--- src/rtl/riscv_alu_arbiter.sv ---
// Round-robin arbiter sharing one ALU between execute (port 0) and aux unit (port 1).
// One op in flight: accept at T, ALU driven T+1..T+ALU_LAT, response held from T+ALU_LAT+1 until taken.
`ifndef ALUOP_NOP
`define ALUOP_NOP  4'd0
`define ALUOP_ADD  4'd1
`define ALUOP_SUB  4'd2
`define ALUOP_SLL  4'd3
`define ALUOP_SLT  4'd4
`define ALUOP_SLTU 4'd5
`define ALUOP_XOR  4'd6
`define ALUOP_SRL  4'd7
`define ALUOP_SRA  4'd8
`define ALUOP_OR   4'd9
`define ALUOP_AND  4'd10
`endif

module riscv_alu_arbiter #(
  parameter int DW      = 32,
  parameter int CW      = 4,
  parameter int ALU_LAT = 1
) (
  input  logic          clk_i,
  input  logic          rst_i,
  input  logic          req0_valid_i,
  output logic          req0_ready_o,
  input  logic [CW-1:0] req0_ctl_i,
  input  logic [DW-1:0] req0_a_i,
  input  logic [DW-1:0] req0_b_i,
  output logic          rsp0_valid_o,
  input  logic          rsp0_ready_i,
  output logic [DW-1:0] rsp0_data_o,
  input  logic          req1_valid_i,
  output logic          req1_ready_o,
  input  logic [CW-1:0] req1_ctl_i,
  input  logic [DW-1:0] req1_a_i,
  input  logic [DW-1:0] req1_b_i,
  output logic          rsp1_valid_o,
  input  logic          rsp1_ready_i,
  output logic [DW-1:0] rsp1_data_o,
  output logic [CW-1:0] alu_ctl_o,
  output logic [DW-1:0] alu_a_o,
  output logic [DW-1:0] alu_b_o,
  input  logic [DW-1:0] alu_result_i,
  output logic          busy_o,
  output logic          grant_o
);

  typedef enum logic [1:0] {IDLE, EXEC, RESP} state_e;

  localparam logic [CW-1:0] ALU_NOP  = CW'(`ALUOP_NOP);
  localparam logic [3:0]    CNT_INIT = 4'(ALU_LAT - 1);

  state_e        state_q, state_d;
  logic          prio_q, prio_d;
  logic          grant_q, grant_d;
  logic [3:0]    cnt_q, cnt_d;
  logic [CW-1:0] ctl_q, ctl_d;
  logic [DW-1:0] a_q, a_d;
  logic [DW-1:0] b_q, b_d;
  logic [DW-1:0] res_q, res_d;
  logic          rdy0, rdy1;

  always_comb begin
    state_d = state_q;
    prio_d  = prio_q;
    grant_d = grant_q;
    cnt_d   = cnt_q;
    ctl_d   = ctl_q;
    a_d     = a_q;
    b_d     = b_q;
    res_d   = res_q;
    rdy0    = 1'b0;
    rdy1    = 1'b0;
    case (state_q)
      IDLE: begin
        // The prio holder wins a tie; a lone requester always wins.
        rdy0 = req0_valid_i && (!req1_valid_i || !prio_q);
        rdy1 = req1_valid_i && (!req0_valid_i ||  prio_q);
        if (rdy0) begin
          ctl_d   = req0_ctl_i;
          a_d     = req0_a_i;
          b_d     = req0_b_i;
          grant_d = 1'b0;
          prio_d  = 1'b1;
          cnt_d   = CNT_INIT;
          state_d = EXEC;
        end else if (rdy1) begin
          ctl_d   = req1_ctl_i;
          a_d     = req1_a_i;
          b_d     = req1_b_i;
          grant_d = 1'b1;
          prio_d  = 1'b0;
          cnt_d   = CNT_INIT;
          state_d = EXEC;
        end
      end
      EXEC: begin
        if (cnt_q == 4'd0) begin
          res_d   = alu_result_i;
          state_d = RESP;
        end else begin
          cnt_d = cnt_q - 4'd1;
        end
      end
      RESP: begin
        if (grant_q ? rsp1_ready_i : rsp0_ready_i) state_d = IDLE;
      end
      default: state_d = IDLE;
    endcase
  end

  always_ff @(posedge clk_i) begin
    if (rst_i) begin
      state_q <= IDLE;
      prio_q  <= 1'b0;
      grant_q <= 1'b0;
      cnt_q   <= 4'd0;
      ctl_q   <= ALU_NOP;
      a_q     <= '0;
      b_q     <= '0;
      res_q   <= '0;
    end else begin
      state_q <= state_d;
      prio_q  <= prio_d;
      grant_q <= grant_d;
      cnt_q   <= cnt_d;
      ctl_q   <= ctl_d;
      a_q     <= a_d;
      b_q     <= b_d;
      res_q   <= res_d;
    end
  end

  // Ready is masked during reset so no handshake is seen before state settles.
  assign req0_ready_o = rdy0 && !rst_i;
  assign req1_ready_o = rdy1 && !rst_i;

  assign alu_ctl_o    = (state_q == EXEC) ? ctl_q : ALU_NOP;
  assign alu_a_o      = (state_q == EXEC) ? a_q   : '0;
  assign alu_b_o      = (state_q == EXEC) ? b_q   : '0;

  assign rsp0_valid_o = (state_q == RESP) && !grant_q;
  assign rsp1_valid_o = (state_q == RESP) &&  grant_q;
  assign rsp0_data_o  = rsp0_valid_o ? res_q : '0;
  assign rsp1_data_o  = rsp1_valid_o ? res_q : '0;

  assign busy_o  = (state_q != IDLE);
  assign grant_o = grant_q;

endmodule

--- config.mk ---
export PLATFORM = sky130hd
export DESIGN_NAME = riscv_alu_arbiter
export DESIGN_NICKNAME = d
export VERILOG_FILES = /design/src/rtl/riscv_alu_arbiter.sv
export SDC_FILE = /design/constraint.sdc
export NUM_CORES = 1
export LEC_CHECK = 0
export BUFFER_PORTS_ARGS = -buffer_cell sky130_fd_sc_hd__buf_2
export CORE_UTILIZATION = 41
export CTS_BUF_LIST = sky130_fd_sc_hd__clkbuf_16
export CTS_CLUSTER_SIZE = 12
export DETAILED_ROUTE_END_ITERATION = 10
export GPL_TIMING_DRIVEN = 0
export PLACE_DENSITY = 0.77
export SYNTH_ARGS = -nofsm -noshare
export SYNTH_HDL_FRONTEND = slang
export SYNTH_SLANG_ARGS = --single-unit
--- constraint.sdc ---
create_clock -name clk_i -period 1.5 [get_ports clk_i]
set_input_delay 0.3 -clock clk_i [delete_from_list [all_inputs] [get_ports clk_i]]
set_output_delay 0.3 -clock clk_i [all_outputs]
set_load 0.005 [all_outputs]
== Yosys cells after proc, flatten, opt, wreduce, memory -nomap -nowiden ==
Cells that the tools add are included.
W data, S select, Z words.

* Flip-flop bits (word level): 108
* Latch bits: 0
* Memory bits (writable): 0
* ROM bits: 0
* Input bits: 174
* Output and inout bits: 138
* Logic and storage cells: 64
* Memories: 0

* Add/subtract/negate cells: 1
* $mul: 0
* Divide/modulo/power cells: 0
* $lt $le $gt $ge: 0
* Equality and inequality tests: 6
* Shift operators: 0
* Mux-type cells: 27
* Bitwise logic cells: 0
* Reductions and logical operators: 22

{| class="wikitable"
|+ Operators by type and width
! cell !! count
|-
| $mux W32 || 8
|-
| $mux W4 || 6
|-
| $mux W2 || 4
|-
| $pmux W4 S2 || 1
|-
| $mux W1 || 7
|-
| $logic_and A1 B1 Y1 || 6
|-
| $ne A2 B2 Y1 const B || 3
|-
| $pmux W2 S3 || 1
|-
| $reduce_and A3 Y1 || 2
|-
| $reduce_bool A2 Y1 || 3
|-
| $logic_not A1 Y1 || 5
|-
| $logic_not A4 Y1 || 1
|-
| $reduce_and A2 Y1 || 2
|-
| $sub A4 B1 Y4 const B || 1
|-
| $ne A3 B3 Y1 const B || 1
|-
| $eq A2 B1 Y1 const B || 1
|-
| $eq A2 B2 Y1 const B || 1
|-
| $logic_not A2 Y1 || 1
|-
| $logic_or A1 B1 Y1 || 2
|}

== Depth between registers and ports, before layout ==
Gate-level depths: netlist of run 1.

* Depth after elaboration: 6
* Mapped depth: 7
* Depth with buffers taken out: 5

== Least setup slack after synthesis of run 1 ==
Ideal clock, no wire load.

* Kind: reg2reg
* From: reg cnt_q[0]
* To: reg res_q[11]
* Setup time: 132 ps
* Data arrival time: 1387 ps
* Required time: 1368 ps
* Setup slack: -19 ps
* Cell stages (with the launch flop): 8
* Buffers on the path: 2
* Clock period less this slack: 1519 ps
* Cells stage by stage: dfxtp_1 inv_1 ha_1 or3b_1 buf_2 clkbuf_2 o21ai_0 a21oi_1

* Cells in the longest elaborated chain, start to end: 2

{| class="wikitable"
|+ Ends and longest elaborated chain
! item !! line !! source
|-
| start: declaration || 56 || <nowiki>logic [3:0] cnt_q, cnt_d;</nowiki>
|-
| start signal: assignment || 126 || <nowiki>cnt_q <= cnt_d;</nowiki>
|-
| $logic_not A4 Y1 || 98 || <nowiki>if (cnt_q == 4'd0) begin</nowiki>
|-
| $reduce_and A2 Y1 (no line) || -- ||
|-
| end signal: assignment || 130 || <nowiki>res_q <= res_d;</nowiki>
|-
| end: declaration || 60 || <nowiki>logic [DW-1:0] res_q, res_d;</nowiki>
|}

No other way between the ends.
A chain may end at the register's enable or synchronous reset.

== Worst setup path after layout of run 1 ==
* From: reg state_q[0]
* To: out rsp1_data_o[2]

* Cells in the longest elaborated chain, start to end: 3

{| class="wikitable"
|+ Ends and longest elaborated chain
! item !! line !! source
|-
| start: declaration || 53 || <nowiki>state_e state_q, state_d;</nowiki>
|-
| start signal: assignment || 123 || <nowiki>state_q <= state_d;</nowiki>
|-
| $eq A2 B2 Y1 || 143 || <nowiki>assign rsp1_valid_o = (state_q == RESP) && grant_q;</nowiki>
|-
| $logic_and A1 B1 Y1 || 143 ||
|-
| $mux W32 || 145 || <nowiki>assign rsp1_data_o = rsp1_valid_o ? res_q : '0;</nowiki>
|-
| end: declaration || 39 || <nowiki>output logic [DW-1:0] rsp1_data_o,</nowiki>
|}

No other way between the ends.

==> reports/results.txt, run 1 <==
Status: finished with violations
Violated checks: setup timing
Met3 Usage GRT: 8.82%
Maxcap violations: 0
Core area: 13500 sq um
WL final: 26700 microns
Clk slew on worst S/H paths: 70 ps
Seq cells post-synth: 108
Setup Skew: 3.83 ps
Synth cell count leaders: 133 x and2_1, 108 x dfxtp_1, 96 x nand3_1
Syn_area_per_cell: 7.77 sq um
Clock latency on the worst-skew pair: 360 ps
Cell with the most instances after synthesis: and2_1
Area of the multi-input gates: 3780 sq um
Non-Filler Cell Area, Final: 9930 sq um
Post-synthesis sequential area ratio: 37.7%
Die ar.: 14500 sq um
Met2 Track Usage GR: 53.3%
Synth cell types: 43
PwrDens: 1680 nW/um^2
Hold buffer count at cts: 0
Post-layout net count: 1291
Clock root cell: clkbuf_16
Vias: 7564
RR Startpoint: state_q[1]
Synth Instances: 738
Share of cells above drive strength 1: 55.4%
Arrival @ worst endpoint: 1720 ps
Ys async rst share: 0%
Fin crit period: 2020 ps
IR Drop Worst-Case VDD: 1.05 mV
EDFF count, synth: 0
Final setup fails: 219
Area after DPL: 7530 sq um
Post-layout power: 16.6 mW
Setup WS post-layout: -523 ps
Synth area leaders: dfxtp_1 38%, and2_1 15%, nand3_1 8.4%, a21oi_1 6.3%, a311oi_1 5.6%
# DRC: 0
Final core occ: 73.8%
Leak: 4.43 nW
Mapped cell area: 5740 sq um
Initial drt markers: 690
Measured slew at the worst slew-check pin: 686 ps
Die width: 120 microns
Gr usage total: 30.2%
Peak fanout along the critical path: 8
Setup TNS: -61710 ps
CTS tree: done
Global routing's busiest layer: met2
DR WL/cell: 20.6 microns
H-tree depth: 3
Worst setup EP type: output pin
Clock buffer depth: 2
Fill count: 958
Syn-to-layout area delta: 73.1%
Drt via density: 5.84
FMAX: 0.494 GHz
Worst Setup SP: state_q[0]
# port buffers: 310
Worst hold path type: primary input to flop
Synth warn: 0
First-pass GRT wire length: 34200 microns
Slew HR: 54.3%
Yosys top cell area share: 37.7%
Largest net degree at the start of global routing: 18
Synthesized Nets: 914
Hold path startpoint: alu_result_i[28]
GR Overflow Total: 0
Slew Limit Fails: 0
Sink Count: 108
M1 GR Usage: 34.3%
Num rows: 42
Starting Density: 42.6%
Vias in the first global route: 6619
Initial antenna violation count: 0
CTS buffer count: 9
Pre-CTS setup slack: -603 ps
CP Class: flop to output pin
Io pins: 312
First drt pass iteration count: 6
DRT antenna net count: 0
Detail Placement HPWL: 15200 microns
Die height: 120 microns
Diodes inserted: 0
Area leader, netlist: dfxtp_1
Final Cycle Share: 135%
Req. time, crit path: 1200 ps
Sequential cell area: 2170 sq um
RSZ-0062 raised after global routing: true
Ys flop type: dfxtp_1
Element type at the critical path start: flop
Final hold vios: 0
GP Congestion: 0.932
layout by cell type (no fill, tap or decap), types with 5 or more instances in the layout:
cell and instances:
buf_6 125, dfxtp_1 102, buf_2 238, clkbuf_1 12, clkbuf_16 15, o21ai_2 29, buf_4 31, a21oi_1 62
clkbuf_8 5, clkbuf_4 5, nand3_1 94, buf_8 17, o21ai_0 14, o21ai_4 10, and2_1 52, a31oi_1 32
dfxtp_2 6, and2_4 81, a311oi_1 23, a21oi_2 10, o21ai_1 13, nand2_1 75, a311oi_2 14
logic make-up after synthesis:
| family | share of synthesized area, % |
|---|---|
| AND/OR/NAND/NOR | 30.6 |
| AO/OA/AOI/OAI | 22.9 |
| flip-flops | 37.7 |
| buffers and inverters | 7.96 |
| multiplexers | 0.349 |
| adder cells (fa/ha/maj) | 0.436 |
flip-flops by register name, summed over array words and instances (netlist names):
signal / count
cnt_q: 4
grant_o: 1
prio_q: 1
state_q: 2
a_q: 32
ctl_q: 4
res_q: 32
b_q: 32
layout make-up:
| type | instances | area share (%) |
|---|---|---|
| buffer | 77 | 7.26 |
| clock buffer | 9 | 2.27 |
| clock inverter | 7 | 0.668 |
| inverter | 6 | 0.353 |
| multi-input combinational | 547 | 38.0 |
| sequential | 108 | 21.8 |
| tap | 176 | 2.22 |
| timing repair buffer | 366 | 27.4 |
routing by layer:
metal | wire length, microns | vias to the layer above
met2 | 13300 | 526
met5 | 0 | -
met1 | 9740 | 3561
met3 | 2500 | 113
met4 | 1160 | 0
li1 | - | 3364
worst paths after layout:
check        cells after the start             end  slack, ps
max reg2reg                      7       res_q[11]       -250
min                              3       res_q[28]        190
min reg2reg                      2       res_q[22]        480
max                              5  rsp1_data_o[2]       -520
per-stage QoR:
step	cells	hold WS, ps
2_1_floorplan	738	448
3_3_place_gp	1224	467
3_5_place_dp	1224	473
4_1_cts	1272	172
5_1_grt	1296	192
6_report	1296	185
critical path, stage by stage, from the launching register on:
cell and delay (ps):
dfxtp_2 330, buf_6 130, and3b_4 410, clkbuf_8 190, and2_4 190, buf_6 100
repair_timing:
item | 4_1_cts | 5_1_grt
gates resized for setup | 234 | 230
gates cloned | 9 | 9
pin swaps | 70 | 42
buffers inserted | 25 | 18
setup endpoints to repair | 237 | 232
power by group:
| part | switching, mW | total [mW] | internal (mW) | leakage, nW |
|---|---|---|---|---|
| clock network | 1.16 | 2.45 | 1.29 | 0.137 |
| logic | 5.06 | 9.80 | 4.74 | 3.40 |
| registers | 0.670 | 4.38 | 3.71 | 0.891 |
| total | 6.89 | 16.6 | 9.74 | 4.43 |
(Power assumes the default switching activity.)
==> run 2, diff against run 1 <==
--- a/config.mk
+++ b/config.mk
@@ -6,12 +6,13 @@
 export NUM_CORES = 1
 export LEC_CHECK = 0
 export BUFFER_PORTS_ARGS = -buffer_cell sky130_fd_sc_hd__buf_2
-export CORE_UTILIZATION = 41
+export CORE_AREA = 2 2 120 122
 export CTS_BUF_LIST = sky130_fd_sc_hd__clkbuf_16
 export CTS_CLUSTER_SIZE = 12
 export DETAILED_ROUTE_END_ITERATION = 10
+export DIE_AREA = 0 0 122 124
 export GPL_TIMING_DRIVEN = 0
-export PLACE_DENSITY = 0.77
+export PLACE_DENSITY = 0.75
 export SYNTH_ARGS = -nofsm -noshare
 export SYNTH_HDL_FRONTEND = slang
 export SYNTH_SLANG_ARGS = --single-unit
==> constraint.sdc (replaced) <==
create_clock -name clk_i -period 2.15 [get_ports clk_i]
set_input_delay 0.43 -clock clk_i [delete_from_list [all_inputs] [get_ports clk_i]]
set_output_delay 0.43 -clock clk_i [all_outputs]
set_load 0.005 [all_outputs]
==> run 2 against run 1 <==
The flow now finishes without violations. Utilization fell by 16 points. Cell area fell by 20%. Sequential share of layout area rose by 5.5 points.
==> reports/results.txt, run 2 (synthesized netlist as in run 1, its figures left out) <==
FMAX: 0.475 GHz
Fin crit period: 2110 ps
Detail Placement HPWL: 15200 microns
Initial antenna violation count: 0
Final hold vios: 0
CTS tree: done
PwrDens: 1050 nW/um^2
Slew HR: 60.4%
Final setup fails: 0
GP Congestion: 0.852
First-pass GRT wire length: 30000 microns
Element type at the critical path start: flop
Io pins: 312
Share of cells above drive strength 1: 37.2%
Starting Density: 41.8%
Drt via density: 5.33
# DRC: 0
Gr usage total: 25.2%
DR WL/cell: 15.9 microns
Status: finished clean
Syn-to-layout area delta: 37.8%
Area after DPL: 7510 sq um
RSZ-0062 raised after global routing: true
Clock power frac: 18.2%
# port buffers: 310
Clock latency on the worst-skew pair: 350 ps
Largest net degree at the start of global routing: 20
Post-layout net count: 1240
Req. time, crit path: 1720 ps
Final Cycle Share: 97.9%
Clock buffer depth: 2
Sw power: 3.40 mW
Hold buffer count at cts: 0
IR Drop Worst-Case VDD: 0.501 mV
GR Overflow Total: 0
Seq pwr share: 34.8%
Worst hold path type: primary input to flop
WL final: 19900 microns
Maxcap violations: 0
Combinational share of power: 47.0%
Vias in the first global route: 6163
Worst Setup SP: state_q[1]
Hold path startpoint: alu_result_i[12]
Measured slew at the worst slew-check pin: 590 ps
Num rows: 43
Die width: 122 microns
CTS buffer count: 9
Most frequent cells in the layout: 328 x buf_2, 132 x and2_1, 105 x dfxtp_1
Die ar.: 15100 sq um
Sink Count: 108
First drt pass iteration count: 8
Clock root cell: clkbuf_16
RR Startpoint: cnt_q[0]
Non-Filler Cell Area, Final: 7910 sq um
Regs by FF count: a_q (32), b_q (32), res_q (32)
Sw Share: 40.8%
Clk slew on worst S/H paths: 70 ps
Initial drt markers: 400
Slew Limit Fails: 0
Die height: 124 microns
Core area: 13700 sq um
DRT antenna net count: 0
Fill count: 1369
Final core occ: 57.6%
Worst setup EP type: output pin
Setup Skew: 5.57 ps
Peak fanout along the critical path: 10
Reg-to-reg setup timing slack: 460 ps
Arrival @ worst endpoint: 1680 ps
Most common cell after layout, fill and taps aside: buf_2
H-tree depth: 3
Vias: 6652
Internal Power: 4.93 mW
CP Class: flop to output pin
Leak: 3.79 nW
Diodes inserted: 0
==> run 2: cell types whose count changed in the layout (fill, tap and decap cells not counted), sizes merged, moves of 2 or more <==
cell      delta
buf         -55
clkinvlp     -2
clkbuf       +6
clkinv       +2
==> run 2: critical path: stages (launching register included) <==
cell and delay (ps):
dfxtp_2 360, buf_6 120, and2b_2 240, buf_6 150, buf_4 170, and2_1 160, buf_2 130
==> run 2: worst paths after layout <==
check	to	cells after the start
setup / recovery	alu_a_o[24]	6
hold / removal	res_q[12]	3
setup reg to reg	res_q[22]	7
hold reg to reg	res_q[17]	2
==> run 2: final cells by class <==
type	count	area (sq um)	share of cell area [%]
sequential	108	2170	27.4
timing repair buffer	317	1600	20.3
clock inverter	7	35.0	0.443
buffer	77	490	6.20
inverter	6	22.5	0.285
tap	180	225	2.85
multi-input combinational	545	3140	39.7
clock buffer	9	225	2.85
==> run 2: repair_timing <==
item	4_1_cts	5_1_grt
setup buffers	3	4
pin swaps	1	1
setup endpoints to repair	129	92
gates resized for setup	26	17
==> run 2: through the flow <==
| stage | instances | worst slack [ps] | hold WS (ps) | setup TNS, ps | total power [mW] |
|---|---|---|---|---|---|
| global placement | 1228 | -257 | 467 | -257 | 6.62 |
| global route | 1249 | -15.1 | 331 | -26.7 | 8.94 |
| finish | 1249 | 44.7 | 329 | 0 | 8.33 |
| CTS | 1246 | 1.82 | 315 | 0 | 8.32 |
| floorplan | 738 | 479 | 458 | 0 | 5.37 |
| detailed placement | 1228 | -269 | 477 | -269 | 6.67 |
==> run 2: power by group through the flow <==
stage	clock, mW	combinational, mW	sequential [mW]
after floorplan	0	2.54	2.83
after global placement	0	3.72	2.91
after detailed placement	0	3.74	2.93
after CTS	1.55	3.87	2.90
after global routing	1.62	4.34	2.98
final	1.52	3.92	2.90
==> run 2: metal layers <==
layer,routed length [microns],global-route usage (%),up-vias
met5,0,0,-
li1,-,-,3259
met2,9760,44.3,314
met1,8050,29.5,3043
met3,1580,5.82,36
met4,484,10.3,0
